File: config.mk
export PLATFORM = sky130hd
export DESIGN_NAME = iter_shift_unit
export DESIGN_NICKNAME = d
export VERILOG_FILES = /design/src/rtl/iter_shift_unit.sv
export SDC_FILE = /design/constraint.sdc
export NUM_CORES = 1
export LEC_CHECK = 0
export CAP_MARGIN = 20
export CORE_MARGIN = 2
export CORE_UTILIZATION = 49
export DETAILED_ROUTE_END_ITERATION = 6
export PLACE_DENSITY = 0.78
export SLEW_MARGIN = 20
export SYNTH_ARGS = -nofsm -noshare
export SYNTH_HDL_FRONTEND = slang
export SYNTH_SLANG_ARGS = --single-unit
File: constraint.sdc
create_clock -name clk -period 2.8 [get_ports clk]
set_input_delay 0.56 -clock clk [delete_from_list [all_inputs] [get_ports clk]]
set_output_delay 0.56 -clock clk [all_outputs]
set_load 0.03 [all_outputs]
File: src/rtl/iter_shift_unit.sv
// Multi-cycle shifter/rotator: moves up to STEP bits per clock under a start/done handshake.
// Optional carry_out port is enabled by defining SHIFTER_CARRY_EN.
module iter_shift_unit #(
  parameter int unsigned WIDTH = 8,
  parameter int unsigned STEP  = 1,
  parameter int unsigned AMT_W = 4
) (
  input  logic             clk,
  input  logic             rst,
  input  logic             start,
  input  logic [WIDTH-1:0] data_in,
  input  logic [AMT_W-1:0] amount,
  input  logic [1:0]       mode,
  output logic             busy,
  output logic             done,
  output logic [WIDTH-1:0] data_out
`ifdef SHIFTER_CARRY_EN
  ,
  output logic             carry_out
`endif
);

  typedef enum logic [1:0] {IDLE, SHIFT, DONE} state_t;
  typedef enum logic [1:0] {M_LSL, M_LSR, M_ASR, M_ROR} mode_t;

  state_t           state_q, state_d;
  mode_t            mode_q;
  logic [WIDTH-1:0] sreg_q;
  logic [WIDTH-1:0] shv;
  logic [AMT_W-1:0] cnt_q;
  logic [AMT_W-1:0] amt_clamp;
  logic [AMT_W-1:0] step_amt;
  logic             accept;
  logic             last_step;
`ifdef SHIFTER_CARRY_EN
  logic             carry_q;
  logic             cy;
`endif

  assign amt_clamp = (amount > AMT_W'(WIDTH)) ? AMT_W'(WIDTH) : amount;
  assign step_amt  = (cnt_q < AMT_W'(STEP)) ? cnt_q : AMT_W'(STEP);
  assign last_step = (cnt_q == step_amt);

  // One step is a chain of STEP single-bit moves, each enabled only below step_amt.
  always_comb begin
    shv = sreg_q;
`ifdef SHIFTER_CARRY_EN
    cy  = 1'b0;
`endif
    for (int unsigned i = 0; i < STEP; i++) begin
      if (i < 32'(step_amt)) begin
`ifdef SHIFTER_CARRY_EN
        cy = (mode_q == M_LSL) ? shv[WIDTH-1] : shv[0];
`endif
        case (mode_q)
          M_LSL: shv = {shv[WIDTH-2:0], 1'b0};
          M_LSR: shv = {1'b0, shv[WIDTH-1:1]};
          M_ASR: shv = {shv[WIDTH-1], shv[WIDTH-1:1]};
          M_ROR: shv = {shv[0], shv[WIDTH-1:1]};
        endcase
      end
    end
  end

  always_ff @(posedge clk) begin
    if (rst) state_q <= IDLE;
    else     state_q <= state_d;
  end

  always_comb begin
    state_d = state_q;
    accept  = 1'b0;
    busy    = 1'b0;
    done    = 1'b0;
    case (state_q)
      IDLE: begin
        if (start) accept = 1'b1;
      end
      SHIFT: begin
        busy = 1'b1;
        if (last_step) state_d = DONE;
      end
      DONE: begin
        done    = 1'b1;
        state_d = IDLE;
        if (start) accept = 1'b1;
      end
      default: state_d = IDLE;
    endcase
    if (accept) state_d = (amt_clamp == '0) ? DONE : SHIFT;
  end

  always_ff @(posedge clk) begin
    if (rst) begin
      sreg_q   <= '0;
      cnt_q    <= '0;
      mode_q   <= M_LSL;
      data_out <= '0;
`ifdef SHIFTER_CARRY_EN
      carry_q  <= 1'b0;
`endif
    end else if (accept) begin
      sreg_q <= data_in;
      cnt_q  <= amt_clamp;
      mode_q <= mode_t'(mode);
      if (amt_clamp == '0) begin
        data_out <= data_in;
`ifdef SHIFTER_CARRY_EN
        carry_q  <= 1'b0;
`endif
      end
    end else if (state_q == SHIFT) begin
      sreg_q <= shv;
      cnt_q  <= cnt_q - step_amt;
      if (last_step) begin
        data_out <= shv;
`ifdef SHIFTER_CARRY_EN
        carry_q  <= cy;
`endif
      end
    end
  end

`ifdef SHIFTER_CARRY_EN
  assign carry_out = carry_q;
`endif

endmodule
==> results_dict.tcl <==
set metrics [dict create \
    drtIter0Drc 20 \
    drc 0 \
    hold_viol_final 0 \
    syn_nets 168 \
    hold_path.class "reg2reg" \
    setup_violations 0 \
    clk_path_buf_depth 2 \
    cp_top_family "simple AND/OR/NAND/NOR gates" \
    crit_fanout 14 \
    htreeDepth 1 \
    dp_hpwl_mm 2.18 \
    tightest_slew_ns 0.603 \
    syn_area_per_cell_um2 8.29 \
    grt_first_pass_wirelength_mm 4.95 \
    ys_seq_area_share_pct 38.9 \
    grt_usage_pct 23.5 \
    gr-usage-met1_pct 27.1 \
    synth_area_um2 1230 \
    yosysWarnings 0 \
    netlist_instances 149 \
    cts_resized 0 \
    path_cells "or4_4, or2b_2, ha_1, or3b_2, o22ai_2, buf_4, o21ai_0, a31oi_1" \
    cts.sinks 24 \
    fillers 229 \
    die_h_um 54.2 \
    layout_commonest_cell "clkdlybuf4s50_1" \
    post_synth_num_cell_types 34 \
    min_period_over_period_pct 93.8 \
    arrival_ns 2.87 \
    gp_congestion 0.821 \
    rows 18 \
    p_total_uw 890 \
    use_met3_pct 4.72 \
    cts_tree "built" \
    numCtsBuffers 3 \
    drive_gt1_share_pct 9.94 \
    hp-start "data_out[7]$_SDFFE_PP0P_" \
    startpoint "cnt_q[0]$_SDFFE_PP0P_" \
    crit_required_ns 3.05 \
    drt-pass1-iter-count 4 \
    cts-root-buf "clkbuf_4" \
    vias_per_cell 5.94 \
    whs_path_depth 2 \
    crit_type "reg2reg" \
    grt_max_degree 18 \
    startpoint_type "flip-flop" \
    clk_pin_slew_worst_paths_ns 0.12 \
    yosys-top-cells-area "dfxtp_1 39%, o21ai_0 7.3%, nand2_1 7.0%, a311oi_1 5.0%, a21oi_1 4.1%" \
    end_kind "flip-flop" \
    whs_ns 0.509 \
    fin_nets 192 \
    grt-ovfl-total 0 \
    post-place-cells 198 \
    io_pins 27 \
    area.growth.synth_to_final_pct 23.2 \
    die_area_um2 2940 \
    ctsHoldBuffers 0 \
    yosysTopAreaCell "dfxtp_1" \
    antenna_cells 0 \
    initial_utilization_pct 50.8 \
    use_met2_pct 41.2 \
    slew_violations 0 \
    vias 1194 \
    yosysTopAreaCellShare_pct 38.9 \
    dpl_cell_area_um2 1500 \
    power_density_nw_per_um2 585 \
    r2r_cells 8 \
    slew_headroom_pct 59.8 \
    grt.busiest_layer "met2" \
    crit_slowest_cell "or4_4" \
    rsz0062_at_grt "false" \
    stdcell_area_um2 1520 \
    antenna_found_initial 0 \
    drtAntennaViolNets 0 \
    most-common-layout-cells "26 x clkdlybuf4s50_1, 24 x dfxtp_1, 23 x nand2_1" \
    core-area_um2 2430 \
    status "completed" \
    skew_ns 0.00201 \
    fin_tns_setup_ns 0 \
    floorplan.die.width_um 54.2 \
    clock_latency_ns 0.31 \
    max_cap_violations 0 \
    stdcell_count 201 \
    fin_crit_ns 2.63 \
    r2r_start "cnt_q[0]$_SDFFE_PP0P_" \
    wire_per_inst_um 14.9 \
    critPathBufInv 1 \
    max_stage_delay_ns 0.62 \
    fmax_mhz 381 \
    io_buffers 26 \
    cp.depth 8 \
    grt_pass1_vias 1150 \
    synth_seq_cells 24 \
    power_leakage_nw 0.550 \
    ir_drop_mv 0.396 \
    postCtsSetupRepairBufs 0 \
    wl_mm 2.99 \
]
-- power by group --
part           internal, mW  switching, mW  total (mW)
registers             0.385         0.0386       0.424
logic                 0.142          0.176       0.318
clock network        0.0504         0.0975       0.148
-- per-stage QoR --
step / worst slack [ns] / util (%)
after floorplan: 0.553 / -
after global placement: 0.312 / 61.6
after detailed placement: 0.205 / 61.6
after CTS: 0.181 / 62.6
after global routing: 0.0426 / 62.6
final: 0.175 / 62.6
-- kinds of logic after synthesis --
kind of cell	Yosys count	share of synthesized area [%]
flip-flops	24	38.9
multiplexers	1	0.912
adder cells (fa/ha/maj)	2	2.03
AO/OA/AOI/OAI	56	31.6
AND/OR/NAND/NOR	49	19.1
XOR/XNOR	1	0.709
buffers and inverters	16	6.69
-- worst min-delay path: stages, from the launching register on --
cell      delay (ns)
dfxtp_1         0.33
nor2_1          0.09
a311oi_1        0.05
-- Yosys cell counts --
| cell type | instances |
|---|---|
| o21ai_0 | 18 |
| a31oi_1 | 6 |
| a311oi_2 | 3 |
| a211oi_1 | 1 |
| a22oi_1 | 1 |
| xor2_1 | 1 |
| or3b_2 | 1 |
| a32oi_1 | 1 |
| a221o_1 | 1 |
| nand2_1 | 23 |
| nor2_1 | 11 |
| and4_1 | 1 |
| and2_1 | 1 |
| o22ai_2 | 1 |
| dfxtp_1 | 24 |
| a21oi_1 | 10 |
| mux2_2 | 1 |
| buf_2 | 6 |
| nor4_1 | 2 |
| buf_6 | 2 |
| nor2b_1 | 2 |
| a311oi_1 | 7 |
| or2b_2 | 1 |
| clkbuf_1 | 3 |
| nand2b_1 | 3 |
| a31o_2 | 1 |
| or4_4 | 1 |
| or4_2 | 1 |
| a31o_1 | 5 |
| nand3_1 | 1 |
| or4_1 | 1 |
| inv_1 | 5 |
| ha_1 | 2 |
| o211ai_1 | 1 |
-- layer usage --
layer	part of all wire [%]	vias to the layer above
met5	0	-
met4	1.6	0
met3	5.1	4
met2	50	35
met1	43	564
li1	-	591
-- layout make-up --
class	count	area, um2	area share, %
Multi-Input combinational cell	109	672	44.2
Sequential cell	24	480	31.6
Timing Repair Buffer	30	290	19.1
Tap cell	30	37.5	2.47
Clock buffer	3	22.5	1.48
Inverter	5	18.8	1.23
-- worst paths after layout --
check / slack, ns / end
worst max-delay path: 0.17 / data_out[3]$_SDFFE_PP0P_
worst min-delay path: 0.51 / data_out[7]$_SDFFE_PP0P_
worst max register to register: 0.17 / data_out[3]$_SDFFE_PP0P_
worst min register to register: 0.51 / data_out[7]$_SDFFE_PP0P_
-- sequential cells by signal, summed over array words and instances, names as in the netlist --
signal    count
cnt_q         4
state_q       2
mode_q        2
data_out      8
sreg_q        8
(Power assumes the default switching activity.)
